<file path="src/rtl/envelope_scheduler_if.sv">
// envelope_scheduler_if
// Bundles the voice-control, ROM and envelope output signals of
// envelope_scheduler.
//   note_on/note_off : per-voice one-cycle pulses from the note decoder
//   rom_addr         : envelope ROM index (scheduler -> ROM)
//   rom_data         : envelope ROM registered output (ROM -> scheduler)
//   env_out          : per-voice 10-bit amplitude, voice 0 in bits [9:0]
//   env_valid        : per-voice pulse when the env_out slice was refreshed
//   voice_active     : per-voice "currently sounding" flag
// slave  = scheduler side, master = decoder/ROM/multiplier side.
`timescale 1ns/1ps
interface envelope_scheduler_if #(
  parameter int NUM_VOICES = 4
);
  logic [NUM_VOICES-1:0]    note_on;
  logic [NUM_VOICES-1:0]    note_off;
  logic [5:0]               rom_addr;
  logic [9:0]               rom_data;
  logic [10*NUM_VOICES-1:0] env_out;
  logic [NUM_VOICES-1:0]    env_valid;
  logic [NUM_VOICES-1:0]    voice_active;

  modport master (
    output note_on, note_off, rom_data,
    input  rom_addr, env_out, env_valid, voice_active
  );

  modport slave (
    input  note_on, note_off, rom_data,
    output rom_addr, env_out, env_valid, voice_active
  );
endinterface

</file>
<file path="src/rtl/envelope_scheduler.sv">
// envelope_scheduler
// Shares one single-port envelope ROM (6-bit index, 10-bit amplitude,
// one-cycle registered read) between NUM_VOICES voices. Each voice keeps an
// active flag, a ROM index and an amplitude register. All active indices
// advance on a prescaled tempo tick; ROM lookups are issued round-robin, one
// voice per cycle, and the returned amplitude is written back one cycle later.
// Ports:
//   clk   : system clock, rising edge
//   reset : synchronous, active-high
//   bus   : envelope_scheduler_if.slave (note_on/note_off in, rom_addr out,
//           rom_data in, env_out/env_valid/voice_active out)
`timescale 1ns/1ps
module envelope_scheduler #(
  parameter int NUM_VOICES = 4,
  parameter int TICK_DIV   = 1024,
  parameter int LAST_INDEX = 63
) (
  input  logic                 clk,
  input  logic                 reset,
  envelope_scheduler_if.slave  bus
);

  localparam int PTR_W = (NUM_VOICES > 1) ? $clog2(NUM_VOICES) : 1;
  localparam int CNT_W = (TICK_DIV > 1) ? $clog2(TICK_DIV) : 1;
  localparam logic [CNT_W-1:0] CNT_LAST = CNT_W'(TICK_DIV - 1);
  localparam logic [PTR_W-1:0] PTR_LAST = PTR_W'(NUM_VOICES - 1);
  localparam logic [5:0]       IDX_LAST = 6'(LAST_INDEX);

  // The index never wraps: reaching the last entry expires the voice instead.
  function automatic logic at_last(input logic [5:0] idx);
    return idx == IDX_LAST;
  endfunction

  function automatic logic [5:0] step_index(input logic [5:0] idx);
    return idx + 6'd1;
  endfunction

  logic [CNT_W-1:0]                cnt_q, cnt_d;
  logic                            tick;
  logic [PTR_W-1:0]                ptr_q, ptr_d;
  logic [NUM_VOICES-1:0]           active_q, active_d;
  logic [NUM_VOICES-1:0][5:0]      idx_q, idx_d;
  logic [NUM_VOICES-1:0][9:0]      env_q, env_d;
  logic [NUM_VOICES-1:0]           envv_q, envv_d;

  // Issue/capture stage: which voice and index the ROM is currently answering.
  logic [PTR_W-1:0]                ptr_p1_q;
  logic [5:0]                      idx_p1_q;
  logic                            vld_p1_q, vld_p1_d;

  logic [NUM_VOICES-1:0]           kill;
  logic                            cap_ok;

  assign tick  = (cnt_q == CNT_LAST);
  assign cnt_d = tick ? '0 : cnt_q + CNT_W'(1);
  assign ptr_d = (ptr_q == PTR_LAST) ? '0 : ptr_q + PTR_W'(1);

  // A note_on in the issue cycle restarts the voice even if its index was
  // already 0, so the index comparison alone cannot catch it.
  assign vld_p1_d = active_q[ptr_q] & ~bus.note_on[ptr_q];

  // Events on the capture edge that would restart, silence or expire the
  // voice override the returned amplitude.
  always_comb begin
    kill = '0;
    for (int v = 0; v < NUM_VOICES; v++) begin
      kill[v] = bus.note_on[v] | bus.note_off[v] |
                (tick & active_q[v] & at_last(idx_q[v]));
    end
  end

  // The returned word is only trusted if the voice still sits on the index
  // that was issued (a tick or note event in between changes or clears it).
  assign cap_ok = vld_p1_q && active_q[ptr_p1_q] &&
                  (idx_q[ptr_p1_q] == idx_p1_q) && !kill[ptr_p1_q];

  always_comb begin
    active_d = active_q;
    idx_d    = idx_q;
    env_d    = env_q;
    envv_d   = '0;
    for (int v = 0; v < NUM_VOICES; v++) begin
      if (cap_ok && (ptr_p1_q == PTR_W'(v))) begin
        env_d[v]  = bus.rom_data;
        envv_d[v] = 1'b1;
      end
      // note_on keeps env[v]: the old amplitude is held until the first
      // fresh capture for the restarted envelope.
      if (bus.note_on[v]) begin
        active_d[v] = 1'b1;
        idx_d[v]    = '0;
      end else if (bus.note_off[v]) begin
        active_d[v] = 1'b0;
        idx_d[v]    = '0;
        env_d[v]    = '0;
      end else if (tick && active_q[v]) begin
        if (at_last(idx_q[v])) begin
          active_d[v] = 1'b0;
          idx_d[v]    = '0;
          env_d[v]    = '0;
        end else begin
          idx_d[v] = step_index(idx_q[v]);
        end
      end
    end
  end

  // Stage p0: voice state, prescaler, slot pointer, capture valid
  always_ff @(posedge clk) begin
    if (reset) begin
      cnt_q    <= '0;
      ptr_q    <= '0;
      active_q <= '0;
      idx_q    <= '0;
      env_q    <= '0;
      envv_q   <= '0;
      vld_p1_q <= 1'b0;
    end else begin
      cnt_q    <= cnt_d;
      ptr_q    <= ptr_d;
      active_q <= active_d;
      idx_q    <= idx_d;
      env_q    <= env_d;
      envv_q   <= envv_d;
      vld_p1_q <= vld_p1_d;
    end
  end

  // Stage p1: issued slot and index, qualified by vld_p1_q
  always_ff @(posedge clk) begin
    ptr_p1_q <= ptr_q;
    idx_p1_q <= idx_q[ptr_q];
  end

  assign bus.rom_addr     = active_q[ptr_q] ? idx_q[ptr_q] : '0;
  assign bus.env_out      = env_q;
  assign bus.env_valid    = envv_q;
  assign bus.voice_active = active_q;

endmodule

</file>
<file path="src/flat_wrapper.sv">
// flat-port wrapper written by rule: the top's interface ports become plain ports
module envelope_scheduler_flat 
#(
  parameter int NUM_VOICES = 4,
  parameter int TICK_DIV   = 1024,
  parameter int LAST_INDEX = 63
)
  (clk, reset, bus_note_on, bus_note_off, bus_rom_data, bus_rom_addr, bus_env_out, bus_env_valid, bus_voice_active);
  envelope_scheduler_if #(.NUM_VOICES(NUM_VOICES)) bus_i ();
  input  logic clk;
  input  logic reset;
  input wire logic [$bits(bus_i.note_on)-1:0] bus_note_on;
  input wire logic [$bits(bus_i.note_off)-1:0] bus_note_off;
  input wire logic [$bits(bus_i.rom_data)-1:0] bus_rom_data;
  output wire logic [$bits(bus_i.rom_addr)-1:0] bus_rom_addr;
  output wire logic [$bits(bus_i.env_out)-1:0] bus_env_out;
  output wire logic [$bits(bus_i.env_valid)-1:0] bus_env_valid;
  output wire logic [$bits(bus_i.voice_active)-1:0] bus_voice_active;
  assign bus_i.note_on = bus_note_on;
  assign bus_i.note_off = bus_note_off;
  assign bus_i.rom_data = bus_rom_data;
  assign bus_rom_addr = bus_i.rom_addr;
  assign bus_env_out = bus_i.env_out;
  assign bus_env_valid = bus_i.env_valid;
  assign bus_voice_active = bus_i.voice_active;
  envelope_scheduler #(.NUM_VOICES(NUM_VOICES), .TICK_DIV(TICK_DIV), .LAST_INDEX(LAST_INDEX)) u_core (.clk(clk), .reset(reset), .bus(bus_i));
endmodule
</file>
<file path="config.mk">
export PLATFORM = sky130hd
export DESIGN_NAME = envelope_scheduler_flat
export DESIGN_NICKNAME = d
export VERILOG_FILES = /design/src/rtl/envelope_scheduler_if.sv /design/src/rtl/envelope_scheduler.sv /design/src/flat_wrapper.sv
export SDC_FILE = /design/constraint.sdc
export NUM_CORES = 1
export LEC_CHECK = 0
export CORE_ASPECT_RATIO = 1.2
export CORE_MARGIN = 2
export CORE_UTILIZATION = 35
export CTS_BUF_LIST = sky130_fd_sc_hd__clkbuf_2 sky130_fd_sc_hd__clkbuf_4 sky130_fd_sc_hd__clkbuf_8
export CTS_CLUSTER_SIZE = 40
export DETAILED_ROUTE_END_ITERATION = 10
export SYNTH_ARGS = -nofsm -noshare
export SYNTH_HDL_FRONTEND = slang
export SYNTH_SLANG_ARGS = --single-unit
export TNS_END_PERCENT = 30
</file>
<file path="constraint.sdc">
create_clock -name clk -period 5.9 [get_ports clk]
set_input_delay 1.475 -clock clk [delete_from_list [all_inputs] [get_ports clk]]
set_output_delay 1.475 -clock clk [all_outputs]
set_load 0.03 [all_outputs]
</file>
=== After elaboration in Yosys (flattened, before gate mapping) ===
Cells that the tools add are included.

* Add/subtract/negate cells: 6
* Multipliers: 0
* Div/mod/pow operators: 0
* $lt $le $gt $ge: 2
* Eq/ne operators: 10
* Shift-type cells: 0
* Multiplexer cells: 57
* Bitwise operators: 18
* Reductions and logical operators: 31

{| class="wikitable"
|+ Operators with widths
! operator !! count
|-
| 10-bit 2-to-1 mux || 20
|-
| 6-bit 2-to-1 mux || 7
|-
| 6-bit by 1-bit adder with 6-bit output (second input constant) || 4
|-
| 6-bit binary-select mux with 2-bit select || 2
|-
| 6-bit == test (second input constant) || 4
|-
| 1-bit 2-to-1 mux || 24
|-
| 3-bit nonzero test || 8
|-
| 3-bit OR reduction || 4
|-
| 1-bit logical AND || 11
|-
| 10-bit by 1-bit adder with 10-bit output (second input constant) || 1
|-
| 10-bit == test (second input constant) || 1
|-
| 1-bit AND || 9
|-
| 1-bit binary-select mux with 2-bit select || 4
|-
| 1-bit bitwise OR || 8
|-
| 2-bit AND reduction || 4
|-
| 2-bit == test (second input constant) || 3
|-
| 6-bit == test || 1
|-
| 2-bit by 3-bit < comparator with 1-bit output (second input constant) || 2
|-
| 2-bit OR reduction || 2
|-
| 2-bit by 1-bit adder with 2-bit output (second input constant) || 1
|-
| 2-bit by 1-bit == test with 1-bit output (second input constant) || 1
|-
| 2-bit zero test || 1
|-
| 1-bit zero test || 1
|-
| 1-bit inverter || 1
|}

* Flip-flop bits (word level): 93
* Bits in latches: 0
* RAM bits: 0
* Memory bits (read-only): 0
* Input port bits: 20
* Output and inout port bits: 54
* Word-level logic and storage cells: 142
* Memories kept: 0

=== Longest topological paths before layout ===
Gate-level depths: netlist of run 1.

* Depth after elaboration: 14
* Gate-level depth with buffers: 8
* Depth with buffers taken out: 6

=== Worst setup path after synthesis of run 1 ===
Ideal clock, no wire load.

* Path type: input port to flip-flop
* Start point: input bus_note_on[0]
* End point: register u_core.env_q (netlist bit u_core.bus.env_out[30])
* Library setup time: 0.072 ns
* Arrival: 3.079 ns
* Data required time: 5.828 ns
* Slack: 2.750 ns
* Stages: 7
* Path buffers: 2
* Path through: clkbuf_1 nor4b_1 a311oi_1 a311o_1 nor4_4 buf_4 mux2i_1

* Cells in the longest elaborated chain, start to end: 12

{| class="wikitable"
|+ Ends and longest elaborated chain
! item !! RTL line !! text
|-
| start: declaration || flat_wrapper.sv:12 || <nowiki>input wire logic [$bits(bus_i.note_on)-1:0] bus_note_on;</nowiki>
|-
| 1-bit bitwise OR * (2 in series) || envelope_scheduler.sv:67 || <nowiki>kill[v] = bus.note_on[v] | bus.note_off[v] |</nowiki>
|-
| 1-bit binary-select mux with 2-bit select * || envelope_scheduler.sv:75 || <nowiki>(idx_q[ptr_p1_q] == idx_p1_q) && !kill[ptr_p1_q];</nowiki>
|-
| 1-bit 2-to-1 mux (not written as such) * || envelope_scheduler.sv:75 ||
|-
| 1-bit zero test * || envelope_scheduler.sv:75 ||
|-
| 1-bit logical AND * || envelope_scheduler.sv:75 ||
|-
| 1-bit logical AND * || envelope_scheduler.sv:83 || <nowiki>if (cap_ok && (ptr_p1_q == PTR_W'(v))) begin</nowiki>
|-
| 10-bit 2-to-1 mux * || envelope_scheduler.sv:83 ||
|-
| 10-bit 2-to-1 mux || envelope_scheduler.sv:97 || <nowiki>if (at_last(idx_q[v])) begin</nowiki>
|-
| 10-bit 2-to-1 mux || envelope_scheduler.sv:96 || <nowiki>end else if (tick && active_q[v]) begin</nowiki>
|-
| 10-bit 2-to-1 mux || envelope_scheduler.sv:92 || <nowiki>end else if (bus.note_off[v]) begin</nowiki>
|-
| 10-bit 2-to-1 mux * || envelope_scheduler.sv:89 || <nowiki>if (bus.note_on[v]) begin</nowiki>
|-
| end signal: assignment || envelope_scheduler.sv:123 || <nowiki>env_q <= env_d;</nowiki>
|-
| end: declaration || envelope_scheduler.sv:43 || <nowiki>logic [NUM_VOICES-1:0][9:0] env_q, env_d;</nowiki>
|}

Every way passes the cells marked *; elsewhere a longest branch is shown, timed or not. The select of a mux whose other input is x is not followed.
A chain may end at the register's enable or synchronous reset.

=== Worst setup path in the final report of run 1 ===
* Start point: register u_core.ptr_q[0]
* End point: output bus_rom_addr[1]

* Cells in the longest elaborated chain, start to end: 3
* Elaborated cells on any way between the ends: 5

{| class="wikitable"
|+ Ends and longest elaborated chain
! item !! RTL line !! text
|-
| start: declaration || envelope_scheduler.sv:40 || <nowiki>logic [PTR_W-1:0] ptr_q, ptr_d;</nowiki>
|-
| start signal: assignment || envelope_scheduler.sv:120 || <nowiki>ptr_q <= ptr_d;</nowiki>
|-
| 6-bit binary-select mux with 2-bit select or 1-bit binary-select mux with 2-bit select (tied branches) || envelope_scheduler.sv:135 || <nowiki>assign bus.rom_addr = active_q[ptr_q] ? idx_q[ptr_q] : '0;</nowiki>
|-
| 6-bit 2-to-1 mux (not written as such) or 1-bit 2-to-1 mux (tied branches) || envelope_scheduler.sv:135 ||
|-
| 6-bit 2-to-1 mux * || envelope_scheduler.sv:135 ||
|-
| end: declaration || flat_wrapper.sv:15 || <nowiki>output wire logic [$bits(bus_i.rom_addr)-1:0] bus_rom_addr;</nowiki>
|}

Marked as above.

==> metrics, run 1 <==
Static Leak=0.00172 uW; RSZ-0062 raised after global routing=no; register share of total power=approximately 53%; Max Clk Rate=250 MHz; core area=0.0122 sq mm; vias in the first global route=approximately 3,700; largest net degree at the start of global routing=28; biggest area consumer among synthesized cells=dfxtp_1; Synth Area in Simple Gates=15.3%; Hold Violations, Final=0; Post-synth top flop=dfxtp_1; Peak supply drop=0.102 mV; syn avg cell area=9.74 sq um; internal power=around 900 uW; post-synthesis mux area share=between 15 and 20%; Finished Layout Cells=~680; worst path required time=4.43 ns; number of H-tree levels=3; Final Cycle Share=67.7%; CP Max Fanout=11; Max clock buf depth=2; min-delay worst type=register to register; clock root buffer=clkbuf_8; Worst-path clk slew=0.10 ns; Fin Setup TNS=0 ns; max_cap viols=0; Final ANT Viol Nets=0; DPL Wire Length=8580 um; Avg WL per Cell=approximately 17 um; final worst path period need=4.00 ns; Worst EP arrival=~2.5 ns; post-synth cell types=46; Final #Nets=537; I/O pins=74; Least-Margin Pin Slew=1.17 ns; Post-synth EDFFs=0; clk_skew=0.00836 ns; type of destination of the critical path=output pin; via total after detailed routing=3,638; share of cells above drive strength 1=9.50%; synth top area cells=dfxtp_1 (42%), mux2i_1 (9.1%), o21ai_0 (7.2%), mux4_2 (7.1%), xnor2_1 (3.8%); CTS tree=yes; DRT Pass-1 Iters=5; synthesized-area fraction occupied by adder cells=1.70%; number of cells after detailed placement=661; Seq/Total Area, Yosys=42.1%; largest family of logic cells by synthesized area=multiplexers; routed vias/inst=5.37; r2r setup slk=2.98 ns; Vert. Die Dim=roughly 130 um; # setup viols final=0; asr flop ratio synth=0%; Slew HR=21.8%; #FFs+latches synth=93; Comb power frac=roughly 8%; Cell Rows=44; complex-gate fraction of the synthesized area=14.0%; Ant. Diodes=0; CTS Sinks=93; global-route wire length before repair=19,300 um; cts bufs inserted=9; DR DRC count=0; CTS resizes=0; Slew Limit Fails=0; port bufs=73; # fillers=~1,200; critical path class=register to output pin; post-synthesis xor/xnor area fraction=between 6 and 7%; power per cell area=226 mW/mm^2; status=finished clean; initial antenna violation count=0; Sw Ratio=approximately a quarter; drt first-iter violations=~170; GRT overflow=0; yosys warns=0; Initial Util=36.2%; synthesis-to-finish area growth=24.4%; crit path launch type=register; Clk Latency, worst-skew pair=0.38 ns; hold buffers post-CTS=0; area of the die=0.0135 sq mm; Placer Congestion=0.928; synthesized area=0.00442 sq mm; Overall Global Routing Usage=18.3%; setup bufs post-CTS=0; Syn Inst Count=454; WL final=~12,000 um; Yosys top cell area share=42.1%; Clock Power Share=38.9%; chip width=107 um; sw power=319 uW; Synth Net Count=480
synth_stat cells (2+ instances only):
library cell and instances:
o21ai_0 64, xnor2_1 19, and2_1 13, nor3_1 8, nor4b_2 2, ha_1 6, buf_2 2, dfxtp_1 93
o211ai_1 20, nand3_1 17, nand2_1 19, a21o_1 2, mux4_2 14, or3_1 3, xor2_1 12, nor2b_1 3
a21oi_1 6, and4_1 3, buf_4 4, inv_1 5, mux2i_1 40, and3_1 4, nor3b_1 2, nor2_1 31
clkbuf_1 27, nand4_1 10, nor4_1 6
power by group through the flow:
| stage | clock [uW] | combinational, uW | sequential (uW) |
|---|---|---|---|
| 6_report | 482 | 99.2 | 659 |
| 5_1_grt | 515 | 108 | 662 |
| 4_1_cts | 492 | 99.7 | 659 |
| 3_5_place_dp | 0 | 99.5 | 674 |
| 3_3_place_gp | 0 | 97.8 | 673 |
| 2_1_floorplan | 0 | 68.6 | 662 |
path summary, 6_finish.rpt:
path,startpoint,to,cells after the start
hold / removal,u_core.cnt_q[0],u_core.cnt_q[0],1
setup reg to reg,u_core.ptr_p1_q[1],u_core.bus.env_out[30],5
hold reg to reg,u_core.cnt_q[0],u_core.cnt_q[0],1
setup / recovery,u_core.ptr_q[0],bus_rom_addr[1],3
final cells by class:
class                      count  area (sq um)  share of cell area [%]
multi-input combinational    321          2410                    43.8
sequential                    93          1860                    33.9
timing repair buffer          80           783                    14.2
tap                          161           201                    3.66
clock buffer                   9           124                    2.25
clock inverter                 7          98.8                    1.80
inverter                       6          22.5                   0.410
cell usage in the layout, fill, tap and decap left out, types with 2 or more instances in the layout:
master | netlist | routed
xor2_1 | 12 | 12
mux4_2 | 14 | 14
nor2b_1 | 3 | 3
nor2_1 | 31 | 31
a21oi_1 | 6 | 5
inv_1 | 5 | 5
nand2_1 | 19 | 19
and3_1 | 4 | 4
nand3_1 | 17 | 17
or3_1 | 3 | 3
clkdlybuf4s50_1 | 0 | 73
nor3_1 | 8 | 8
nor4_1 | 6 | 3
bufinv_16 | 0 | 2
buf_4 | 4 | 7
mux2i_1 | 40 | 40
nor4b_2 | 2 | 2
clkbuf_8 | 0 | 9
and4_1 | 3 | 3
o211ai_1 | 20 | 20
xnor2_1 | 19 | 19
nand4_1 | 10 | 10
o21ai_0 | 64 | 64
ha_1 | 6 | 6
nor4_2 | 0 | 3
and2_1 | 13 | 13
a21o_1 | 2 | 2
clkinvlp_4 | 0 | 4
nor3b_1 | 2 | 2
dfxtp_1 | 93 | 93
routing by layer:
metal	vias up	global-route usage [%]	wire length (um)
met3	26	4.74	751
met5	-	0	0
met4	0	7.87	333
met1	1731	22.9	5080
met2	118	29.7	5600
li1	1763	-	-
logic make-up (layout without fill, tap and decap cells):
kind of cell / count (synthesis) / in the layout
muxes: 55 / 55
xor gates and xnor gates: 32 / 32
adders and majority gates: 6 / 6
and+or+nand+nor: 125 / 125
AOI/OAI and AO/OA: 103 / 103
buffers and inverters: 40 / 102
DFF: 93 / 93
per-stage QoR:
stage	hold WS (ns)	total power, uW	util (%)	area, sq um	worst slack, ns
global placement	0.446	771	43.1	5270	1.84
detailed placement	0.470	773	43.1	5270	1.63
global route	0.516	1290	45.0	5500	1.76
finish	0.476	1240	45.0	5500	1.90
CTS	0.488	1250	45.0	5490	1.84
floorplan	0.353	731	-	4420	2.75
flip-flops by register name (all words and copies together), names as in the netlist:
name and count:
u_core.bus.env_out 40, u_core.idx_q 24, u_core.cnt_q 10, u_core.idx_p1_q 6
u_core.bus.env_valid 4, u_core.bus.voice_active 4, u_core.ptr_p1_q 2, u_core.ptr_q 2
u_core.vld_p1_q 1
critical path, stage by stage, from the launching register on:
cell,delay (ns)
dfxtp_1,0.71
mux4_2,0.65
and2_1,0.19
clkdlybuf4s50_1,0.58
Power figures use the tool's default switching activity.
==> run 2, diff against run 1 <==
Clock period 5.9 ns to 3.25 ns, I/O delays scaled along.
==> run 2 against run 1 <==
Clock power is 69% higher. Power is 77% higher. Register-to-register slack worse by 2.4 ns. First-iteration DRC count is 3.6% lower. Critical path type unchanged. Hold slack worse by 0.0023 ns. Utilization is 0.42 points higher. Die area stayed put.
==> metrics, run 2 (same netlist as run 1, synthesis figures left out) <==
area of the multi-input gates=0.00240 sq mm; crit path launch type=register; max_cap viols=0; Slew Limit Fails=0; port bufs=73; clock root buffer=clkbuf_8; chip width=107 um; Initial Util=36.2%; DR DRC count=0; register share of total power=a little over half; Vert. Die Dim=127 um; critical path class=register to output pin; Finished Layout Cells=between 600 and 700; DPL Wire Length=8620 um; GRT overflow=0; met1 usage=21.4%; min-delay worst type=register to register; core area=~0.012 sq mm; WL final=11,700 um; routed vias/inst=5.29; Avg WL per Cell=17.0 um; Clk Latency, worst-skew pair=0.36 ns; Max clock buf depth=2; Comb power frac=a little under a tenth; Worst-path clk slew=about 0.090 ns; drt first-iter violations=around 160; Ant. Diodes=0; Slew HR=roughly a fifth; commonest non-fill, non-tap cell in the layout=dfxtp_1; Hold Violations, Final=0; number of cells after detailed placement=670; initial antenna violation count=0; Cell Rows=44; grt met2 use=between 20% and 30%; Placer Congestion=0.902; Largest register FFs=40; share of cells above drive strength 1=11.0%; sw power=between 500 and 600 uW; power per cell area=397 mW/mm^2; final worst path period need=3.06 ns; CP Max Fanout=7; global-route wire length before repair=between 15,000 and 20,000 um; type of destination of the critical path=output pin; Overall Global Routing Usage=17.8%; synthesis-to-finish area growth=25.5%; RSZ-0062 raised after global routing=no; Peak supply drop=between 0.2 and 0.25 mV; Least-Margin Pin Slew=approximately 1.2 ns; internal power=1640 uW; Static Leak=approximately 0.0018 uW; Clock Power Share=37.0%; cts bufs inserted=9; Final Cycle Share=94.2%; Fin Setup TNS=0 ns; # setup viols final=0; # fillers=1,222; met3 usage in global routing=about 4.0%; vias in the first global route=between 3,000 and 4,000; CTS tree=yes; worst path required time=2.44 ns; area of the die=~0.014 sq mm; DRT Pass-1 Iters=4; Sw Ratio=about 25%; number of H-tree levels=3; largest net degree at the start of global routing=27; Final #Nets=546; Final ANT Viol Nets=0; clk_skew=0.00966 ns; via total after detailed routing=3,630; Worst EP arrival=2.25 ns; status=finished clean; Min Hold Slack=0.474 ns; most frequent cells in the layout=dfxtp_1 (92), clkdlybuf4s50_1 (73), o21ai_0 (64); CTS Sinks=93; grt peak-use layer=met2; I/O pins=74; register area=about 0.0019 sq mm; Max Clk Rate=~330 MHz
-- run 2: power by group through the flow --
stage	combinational (uW)	sequential, uW	clock [uW]
after detailed placement	202	1210	0
after CTS	203	1190	829
after global placement	200	1210	0
final	202	1180	814
after floorplan	124	1200	0
after global routing	218	1190	880
-- run 2: worst paths after layout --
check	start	end	slack [ns]	cells after the start
setup reg to reg	u_core.ptr_p1_q[0]	u_core.bus.env_out[3]	0.60	6
hold reg to reg	u_core.cnt_q[0]	u_core.cnt_q[0]	0.47	1
setup / recovery	u_core.ptr_q[0]	bus_rom_addr[2]	0.19	4
hold / removal	u_core.cnt_q[0]	u_core.cnt_q[0]	0.47	1
-- run 2: worst max-delay path: stages (launching register included) --
cell and delay, ns:
dfxtp_2 0.46, buf_4 0.19, mux4_2 0.51, and2_1 0.15, clkdlybuf4s50_1 0.59
-- run 2: stage by stage --
step / util [%] / worst slack [ns] / instance area (sq um) / total power (uW)
6_report: 45.4 / 0.190 / 5550 / 2200
5_1_grt: 45.4 / 0.0888 / 5550 / 2290
4_1_cts: 45.4 / 0.00649 / 5550 / 2220
3_5_place_dp: 43.7 / 0.243 / 5340 / 1410
3_3_place_gp: 43.7 / 0.198 / 5340 / 1410
2_1_floorplan: - / 0.762 / 4420 / 1330
-- run 2: layout make-up --
type	count	share of cell area [%]
tap	161	3.63
inverter	6	0.406
clock inverter	5	1.04
sequential	93	33.6
timing repair buffer	89	15.3
multi-input combinational	321	43.3
clock buffer	11	2.73
-- run 2: repair_timing --
item                                    in CTS  in global routing
hold buffers                                 0                  0
endpoints found under the setup margin       0                  4
gates resized for setup                      0                  1
setup buffers                                0                  0
-- run 2: layer usage --
metal	vias to the layer above	part of all wire, %
li1	1780	-
met1	1720	43
met2	105	47
met3	25	5.9
met4	0	3.7
met5	-	0
